**config.mk**
```make
export PLATFORM = sky130hd
export DESIGN_NAME = key_event_fifo
export DESIGN_NICKNAME = d
export VERILOG_FILES = /design/src/rtl/keypad_pkg.sv /design/src/rtl/key_decode.sv /design/src/rtl/key_event_fifo.sv
export SDC_FILE = /design/constraint.sdc
export NUM_CORES = 1
export LEC_CHECK = 0
export ABC_AREA = 1
export CAP_MARGIN = 20
export CORE_MARGIN = 2
export CORE_UTILIZATION = 50
export DETAILED_ROUTE_END_ITERATION = 12
export HOLD_SLACK_MARGIN = 0.05
export PLACE_DENSITY = 0.82
export SETUP_SLACK_MARGIN = 0.3
export SLEW_MARGIN = 20
export SYNTH_ARGS = -nofsm -noshare
export SYNTH_HDL_FRONTEND = slang
export SYNTH_SLANG_ARGS = --single-unit
```
**constraint.sdc**
```tcl
create_clock -name clk -period 2.3 [get_ports clk]
set_clock_uncertainty 0.05 [all_clocks]
set_input_delay 0.46 -clock clk [delete_from_list [all_inputs] [get_ports clk]]
set_output_delay 0.46 -clock clk [all_outputs]
set_load 0.005 [all_outputs]
```
**src/rtl/keypad_pkg.sv**
```systemverilog
// Shared keypad types: key map, key code type and decoder result struct.
package keypad_pkg;

  localparam int NUM_ROWS = 4;
  localparam int NUM_COLS = 4;

  typedef logic [3:0] keycode_t;

  typedef struct packed {
    logic     ok;
    keycode_t code;
  } dec_t;

  // Indexed [row][col]; col0 is the leftmost entry of each row.
  localparam keycode_t KEYMAP [NUM_ROWS][NUM_COLS] = '{
    '{4'h1, 4'h2, 4'h3, 4'hA},
    '{4'h4, 4'h5, 4'h6, 4'hB},
    '{4'h7, 4'h8, 4'h9, 4'hC},
    '{4'hE, 4'h0, 4'hF, 4'hD}
  };

endpackage

```
**src/rtl/key_decode.sv**
```systemverilog
// Combinational key decoder: active row plus active-low column bus -> {ok, hex code}.
module key_decode
  import keypad_pkg::*;
(
  input  logic [1:0] row_idx_i,
  input  logic [3:0] cols_i,
  output dec_t       dec_o
);

  logic [1:0] col;
  logic       one_low;

  // Only a single low column is a clean press; anything else is ghosting or bounce.
  always_comb begin
    col     = 2'd0;
    one_low = 1'b1;
    case (cols_i)
      4'b1110: col = 2'd0;
      4'b1101: col = 2'd1;
      4'b1011: col = 2'd2;
      4'b0111: col = 2'd3;
      default: one_low = 1'b0;
    endcase
    dec_o.ok   = one_low;
    dec_o.code = one_low ? KEYMAP[row_idx_i][col] : 4'h0;
  end

endmodule

```
**src/rtl/key_event_fifo.sv**
```systemverilog
// Keypad press queue: decodes scanner strobes and buffers hex codes for a valid/ready consumer.
// Optional macro DROP_OLDEST_EN: a push into a full queue evicts the oldest code instead of being dropped.
module key_event_fifo
  import keypad_pkg::*;
#(
  parameter int DEPTH = 4
) (
  input  logic                       clk,
  input  logic                       reset,
  input  logic                       key_pulse,
  input  logic [1:0]                 row_idx,
  input  logic [3:0]                 cols,
  input  logic                       out_ready,
  input  logic                       clr_ovf,
  output logic                       out_valid,
  output logic [3:0]                 out_code,
  output logic [$clog2(DEPTH+1)-1:0] count,
  output logic                       overflow,
  output logic                       bad_press
);

  localparam int PW = $clog2(DEPTH);
  localparam int CW = $clog2(DEPTH+1);

  dec_t              dec;
  keycode_t          mem_q [DEPTH];
  logic [PW-1:0]     rd_q, rd_d, wr_q, wr_d;
  logic [CW-1:0]     count_q, count_d;
  keycode_t          code_q, code_d;
  logic              ovf_q, ovf_d, bad_q;
  logic              push, pop, full, ovf_evt, wr_en, rd_adv;

  key_decode u_dec (
    .row_idx_i (row_idx),
    .cols_i    (cols),
    .dec_o     (dec)
  );

  assign full    = (count_q == CW'(DEPTH));
  assign push    = key_pulse & dec.ok;
  assign pop     = (count_q != '0) & out_ready;
  assign ovf_evt = push & full & ~pop;

`ifdef DROP_OLDEST_EN
  assign wr_en  = push;
  assign rd_adv = pop | ovf_evt;
`else
  assign wr_en  = push & (~full | pop);
  assign rd_adv = pop;
`endif

  always_comb begin
    rd_d    = rd_adv ? rd_q + PW'(1) : rd_q;
    wr_d    = wr_en  ? wr_q + PW'(1) : wr_q;
    count_d = count_q;
    if (wr_en && !rd_adv)      count_d = count_q + CW'(1);
    else if (rd_adv && !wr_en) count_d = count_q - CW'(1);
    // Head register tracks the entry at the new read pointer; bypass when it is being written now.
    code_d = code_q;
    if (count_d != '0)
      code_d = (wr_en && (wr_q == rd_d)) ? dec.code : mem_q[rd_d];
    ovf_d = ovf_evt | (ovf_q & ~clr_ovf);
  end

  always_ff @(posedge clk or negedge reset) begin
    if (!reset) begin
      for (int i = 0; i < DEPTH; i++) mem_q[i] <= '0;
      rd_q    <= '0;
      wr_q    <= '0;
      count_q <= '0;
      code_q  <= '0;
      ovf_q   <= 1'b0;
      bad_q   <= 1'b0;
    end else begin
      if (wr_en) mem_q[wr_q] <= dec.code;
      rd_q    <= rd_d;
      wr_q    <= wr_d;
      count_q <= count_d;
      code_q  <= code_d;
      ovf_q   <= ovf_d;
      bad_q   <= key_pulse & ~dec.ok;
    end
  end

  assign out_valid = (count_q != '0);
  assign out_code  = code_q;
  assign count     = count_q;
  assign overflow  = ovf_q;
  assign bad_press = bad_q;

endmodule

```
==> flow_metrics.env, run 1 <==
export IMPL_dieArea_um2=4060
export IMPL_min_to="mem_q[3]$_DFFE_PN0P_"
export IMPL_wl_per_cell_um=11.6
export IMPL_portBuffers=20
export IMPL_tns_ps=0
export IMPL_grt_start_max_net_pins=30
export IMPL_start_kind="flop"
export IMPL_yosys_warnings=0
export IMPL_cts_htree_levels=2
export IMPL_die_h_um=63.7
export IMPL_cp_required_ps=2480
export IMPL_r2r_start="count[1]$_DFF_PN0_"
export IMPL_cts_num_sinks=29
export IMPL_die_w_um=63.7
export IMPL_synth_cell_types=24
export IMPL_cp_max_fo=8
export IMPL_dpl_worst_slack_ps=-54.1
export IMPL_grt_pass1_wl_um=6600
export IMPL_first_pass_iters=4
export IMPL_yosys_most_used_dff="dfrtp_1"
export IMPL_final_min_clock_period_ps=1880
export IMPL_cap_violations=0
export IMPL_avgSynthCellArea_um2=7.47
export IMPL_worst_slack_ps=421
export IMPL_fillers=262
export IMPL_slew_headroom_pct=75.7
export IMPL_async_flop_share_pct=100
export IMPL_status="complete, no violations"
export IMPL_final_cell_mix="100 x nand2_1, 29 x dfrtp_1, 23 x inv_1"
export IMPL_synth_area_um2=1780
export IMPL_grt_pass1_vias=1510
export IMPL_fin_cells=321
export IMPL_nNetsFinal=292
export IMPL_rows=21
export IMPL_path_class="reg -> reg"
export IMPL_initial_core_util_pct=52.6
export IMPL_ant_nets=0
export IMPL_vias_per_cell=4.86
export IMPL_cts_path_max_buffers=2
export IMPL_max_freq_ghz=0.532
export IMPL_setup_viol=0
export IMPL_ioPinCount=21
export IMPL_drt_iter0_drc=59
export IMPL_synth_edff_count=0
export IMPL_hold_viol_final=0
export IMPL_antenna_found_initial=0
export IMPL_overflow=0
export IMPL_hold_path_class="reg -> reg"
export IMPL_cp_end_kind="flop"
export IMPL_leakage_nw=1.22
export IMPL_rsz0062_at_grt="true"
export IMPL_dpl_cell_count=308
export IMPL_synth_yosys_seq_area_share_pct=40.7
export IMPL_num_antenna_cells=0
export IMPL_critPathArrivalTime_ps=2060
export IMPL_syn_to_final_growth_pct=26.9
export IMPL_vdd_ir_drop_max_mv=0.524
export IMPL_synthTopCellsByArea="dfrtp_1 41%, nand2_1 22%, o21ai_0 5.6%, inv_1 5.3%, ha_1 4.9%"
export IMPL_route_vias_total=1559
export IMPL_cts_tree="yes"
export IMPL_yosys_register_bits=29
export IMPL_mostFrequentLayoutCell="nand2_1"
export IMPL_synthesis_instances=239
export IMPL_seq_area_um2=726
export IMPL_worstMarginPinSlew_ps=364
export IMPL_cts_buffers_inserted=5
export IMPL_drt_wl_total_um=3710
export IMPL_min_path_cells=2
export IMPL_hold_path_startpoint="mem_q[3]$_DFFE_PN0P_"
export IMPL_design_core_area_um2=3390
export IMPL_dpl_hpwl_um=2630
export IMPL_p_per_area_nw_per_um2=1120
export IMPL_multi_input_area_um2=993
export IMPL_drc_errors=0
export IMPL_cts_root_buffer="clkbuf_4"
export IMPL_netlist_area_leader_share_pct=40.7
export IMPL_syn_nets=257
export IMPL_rr_worst_depth=13
export IMPL_reg2reg_slack_ps=420
export IMPL_routabilityCongestion=0.883
export IMPL_path_clk_slew_ps=90
export IMPL_globalRouteTotalUtil_pct=20.5
export IMPL_layout_drive_gt1_share_pct=17.8
export IMPL_clock_latency_ps=330
export IMPL_synth_area_leader_cell="dfrtp_1"
export IMPL_fin_crit_sh_pct=81.7
export IMPL_drv_slew=0
export IMPL_reg2reg_to="out_code[3]$_DFFE_PN0P_"
-- cells in the mapped netlist (2+ instances only) --
cell type and n:
a21oi_1 3, nor2_4 2, o21ai_0 20, inv_2 3, nand3_1 14, nor2_1 8
nand2_2 4, nand2_4 5, ha_1 7, xor2_1 3, nand2_1 105, dfrtp_1 29
inv_1 25
-- worst max-delay path, stage by stage, from the launching register on --
cell     delay [ps]
dfrtp_1         410
inv_2           110
ha_4            160
nand2_1         100
nor2_1          120
inv_1            70
nand3_1         130
inv_2            90
nand3_1          90
nand2_2          90
nor2_4          180
nand2_4          70
nand2_1          70
nand2_1          40
-- state kept, by name (all words and copies together), names as in the netlist --
register	cells
count	3
bad_press	1
rd_q	2
mem_q	16
wr_q	2
overflow	1
out_code	4
-- power by group --
group          internal (mW)  total [mW]  switching, mW
clock                  0.259       0.440          0.181
combinational          0.551        1.26          0.714
sequential             0.694       0.825          0.130
total                   1.50        2.53           1.02
-- per-layer routing --
layer	vias up	routed length [µm]	track usage [%]
met4	0	71	4.89
met2	23	1780	35.3
met1	714	1740	26.2
met5	-	0	0
met3	8	117	4.93
li1	814	-	-
-- cells by family (layout without fill, tap and decap cells) --
logic type,Yosys count,in the layout,synth area share (%)
flops,29,29,40.7
xor+xnor,5,5,3.23
simple gates,141,141,35.4
buf+inv,29,65,6.52
fa+ha+maj,7,7,4.91
compound gates,28,28,9.26
-- through the flow --
| step | power [mW] | hold WS (ps) | utilization (%) | cell area, µm² |
|---|---|---|---|---|
| floorplan | 1.64 | 114 | - | 1780 |
| global placement | 1.95 | 418 | 60.8 | 2060 |
| detailed placement | 1.98 | 425 | 60.8 | 2060 |
| CTS | 2.49 | 449 | 64.1 | 2170 |
| global route | 2.75 | 467 | 66.8 | 2260 |
| finish | 2.53 | 445 | 66.8 | 2260 |
-- timing repair --
| item | 4_1_cts | 5_1_grt |
|---|---|---|
| hold buffers | 0 | 0 |
| gates resized for setup | 6 | 18 |
| setup buffers | 2 | 3 |
| setup endpoints to repair | 6 | 20 |
| pin swaps | 0 | 2 |
| endpoints found under the hold margin | 0 | 0 |
-- layout make-up --
cell class / instances / area share [%]
clock buffers: 7 / 2.43
clock inverters: 1 / 1.33
inverters: 28 / 4.86
multi-input cells: 181 / 43.9
flip-flops and latches: 29 / 32.1
well taps: 46 / 2.54
repair buffers: 29 / 12.9
-- worst max path at each step --
stage,startpoint,end,slack [ps]
after global placement,cols[3],mem_q[15]$_DFFE_PN0P_,-10
after floorplan,count[0]$_DFF_PN0_,out_code[2]$_DFFE_PN0P_,470
after detailed placement,cols[1],mem_q[7]$_DFFE_PN0P_,-50
after CTS,cols[0],out_code[3]$_DFFE_PN0P_,320
final,count[1]$_DFF_PN0_,out_code[3]$_DFFE_PN0P_,420
after global routing,count[1]$_DFF_PN0_,out_code[2]$_DFFE_PN0P_,270
(Power assumes the default switching activity.)
==> run 2: changes to the inputs <==
--- a/config.mk
+++ b/config.mk
@@ -11,7 +11,7 @@
 export CORE_UTILIZATION = 50
 export DETAILED_ROUTE_END_ITERATION = 12
 export HOLD_SLACK_MARGIN = 0.05
-export PLACE_DENSITY = 0.82
+export PLACE_DENSITY = 0.84
 export SETUP_SLACK_MARGIN = 0.3
 export SLEW_MARGIN = 20
 export SYNTH_ARGS = -nofsm -noshare
==> constraint.sdc (replaced) <==
create_clock -name clk -period 1.55 [get_ports clk]
set_clock_uncertainty 0.05 [all_clocks]
set_input_delay 0.31 -clock clk [delete_from_list [all_inputs] [get_ports clk]]
set_output_delay 0.31 -clock clk [all_outputs]
set_load 0.005 [all_outputs]
==> run 2 against run 1 <==
The run now ends with setup timing left. Critical path depth fell by 1. Clock-buffer cell count did not move. Via count rose by 13%. Sequential power rose by 53%. Hold slack got worse by 180 ps. Global-route usage rose by 6.3 points. Fmax rose by 4.9%. First-iteration DRC count rose by 85%. Combinational power rose by 100%. Clock power rose by 51%. Sequential share of layout area fell by 4.7 points. Register-to-register slack got worse by 660 ps. Critical endpoint is now out_code[2]$_DFFE_PN0P_. Largest cell class unchanged. Highest routed layer unchanged.
==> flow_metrics.env, run 2 (synthesis results as in run 1) <==
export IMPL_grt_use_met2_pct=48.9
export IMPL_worstMarginPinSlew_ps=330
export IMPL_die_w_um=63.7
export IMPL_cap_violations=0
export IMPL_utilization_pct=78.1
export IMPL_cts_buffers_inserted=5
export IMPL_status="finished, violations left"
export IMPL_rows=21
export IMPL_path_class="reg -> reg"
export IMPL_cp_required_ps=1730
export IMPL_mostFrequentLayoutCell="nand2_1"
export IMPL_critPathArrivalTime_ps=1980
export IMPL_leakage_nw=1.38
export IMPL_grt_start_max_net_pins=30
export IMPL_regMostFlops="mem_q"
export IMPL_first_pass_iters=4
export IMPL_path_clk_slew_ps=100
export IMPL_vdd_ir_drop_max_mv=0.841
export IMPL_cts_htree_levels=2
export IMPL_routabilityCongestion=0.840
export IMPL_vias_per_cell=5.07
export IMPL_fin_crit_sh_pct=116
export IMPL_cp_end_kind="flop"
export IMPL_cts_tree="yes"
export IMPL_dpl_hpwl_um=3000
export IMPL_p_total_mw=4.46
export IMPL_drc_errors=0
export IMPL_drt_wl_total_um=4850
export IMPL_hold_viol_final=0
export IMPL_ant_nets=0
export IMPL_cts_path_max_buffers=2
export IMPL_cp_max_fo=5
export IMPL_die_h_um=63.7
export IMPL_tns_ps=-2990
export IMPL_antenna_found_initial=0
export IMPL_syn_to_final_growth_pct=48.5
export IMPL_violations="setup timing"
export IMPL_busiest_layer="met2"
export IMPL_start_kind="flop"
export IMPL_portBuffers=20
export IMPL_final_cell_mix="78 x nand2_1, 29 x dfrtp_1, 29 x buf_4"
export IMPL_hold_path_class="in -> async"
export IMPL_max_freq_ghz=0.558
export IMPL_dpl_worst_slack_ps=-654
export IMPL_nNetsFinal=319
export IMPL_met1_usage_pct=31.2
export IMPL_slew_headroom_pct=77.9
export IMPL_drv_slew=0
export IMPL_overflow=0
export IMPL_cts_root_buffer="clkbuf_4"
export IMPL_clock_latency_ps=330
export IMPL_initial_core_util_pct=52.6
export IMPL_rsz0062_at_grt="true"
export IMPL_design_core_area_um2=3390
export IMPL_reg2reg_slack_ps=-240
export IMPL_r2r_start="count[1]$_DFF_PN0_"
export IMPL_rr_worst_depth=12
export IMPL_worst_slack_ps=-241
export IMPL_p_per_area_nw_per_um2=1680
export IMPL_ioPinCount=21
export IMPL_grt_use_met3_pct=5.11
export IMPL_final_min_clock_period_ps=1790
export IMPL_layout_drive_gt1_share_pct=39.7
export IMPL_grt_pass1_wl_um=8290
export IMPL_dieArea_um2=4060
export IMPL_holdBufCountCts=0
export IMPL_globalRouteTotalUtil_pct=26.9
export IMPL_largest_register_ffs=16
export IMPL_drt_iter0_drc=109
export IMPL_route_vias_total=1766
export IMPL_cts_num_sinks=29
export IMPL_whs_ps=268
export IMPL_reg2reg_to="out_code[2]$_DFFE_PN0P_"
export IMPL_num_antenna_cells=0
export IMPL_wl_per_cell_um=13.9
export IMPL_grt_pass1_vias=1814
export IMPL_setup_viol=24
## run 2: changes by cell type in the layout (fill, tap and decap cells not counted), sizes merged
cell,previous run,this run
inv,28,29
buf,9,42
dlygate4sd2,1,4
dlymetal6s2s,5,0
clkdlybuf4s50,14,7
clkbuf,7,9
## run 2: cell type report
cell class	count	area, µm²
Clock buffer	7	55.1
Clock inverter	1	30.0
Fill cell	201	741
Inverter	28	115
Multi-Input combinational cell	181	1200
Sequential cell	29	726
Tap cell	46	57.6
Timing Repair Buffer	55	459
Timing Repair inverter	1	6.26
## run 2: per-layer routing
metal	routed length (µm)	vias to the layer above
met1	1960	829
met2	2560	47
met3	194	14
li1	-	876
met5	0	-
met4	142	0
## run 2: report_power, final
group          internal, mW  total (mW)  switching (mW)  leakage [nW]
clock network         0.385       0.666           0.281        0.0455
registers              1.03        1.26           0.224         0.381
logic                  1.12        2.54            1.42         0.953
total                  2.54        4.46            1.92          1.38
## run 2: worst max-delay path: stages (launching register included)
cell and delay [ps]:
dfrtp_1 410, inv_2 90, ha_4 160, nand2_2 80, nand2_4 80, buf_6 100, nand4_4 150, nand3_2 130
nand2_2 80, nor2_4 170, nand2_4 70, nand2_1 70, nand2_1 50
## run 2: worst max path at each step
stage	slack (ps)	startpoint	cells after the start	to
2_1_floorplan	-140	count[0]$_DFF_PN0_	15	out_code[2]$_DFFE_PN0P_
3_3_place_gp	-540	cols[2]	14	out_code[3]$_DFFE_PN0P_
3_5_place_dp	-650	cols[1]	14	out_code[2]$_DFFE_PN0P_
4_1_cts	-200	count[0]$_DFF_PN0_	15	out_code[1]$_DFFE_PN0P_
5_1_grt	-370	count[0]$_DFF_PN0_	14	out_code[0]$_DFFE_PN0P_
6_report	-240	count[1]$_DFF_PN0_	12	out_code[2]$_DFFE_PN0P_
## run 2: metrics by stage
stage               instance area, µm²  instances
floorplan                         1860        239
global placement                  2310        327
detailed placement                2310        327
CTS                               2600        345
global route                      2650        348
finish                            2650        348
## run 2: repair_timing
| action | 4_1_cts | 5_1_grt |
|---|---|---|
| gates cloned | 1 | 0 |
| gates resized for setup | 91 | 17 |
| setup buffers | 9 | 3 |
| pin swaps | 20 | 10 |
| endpoints found under the setup margin | 38 | 33 |
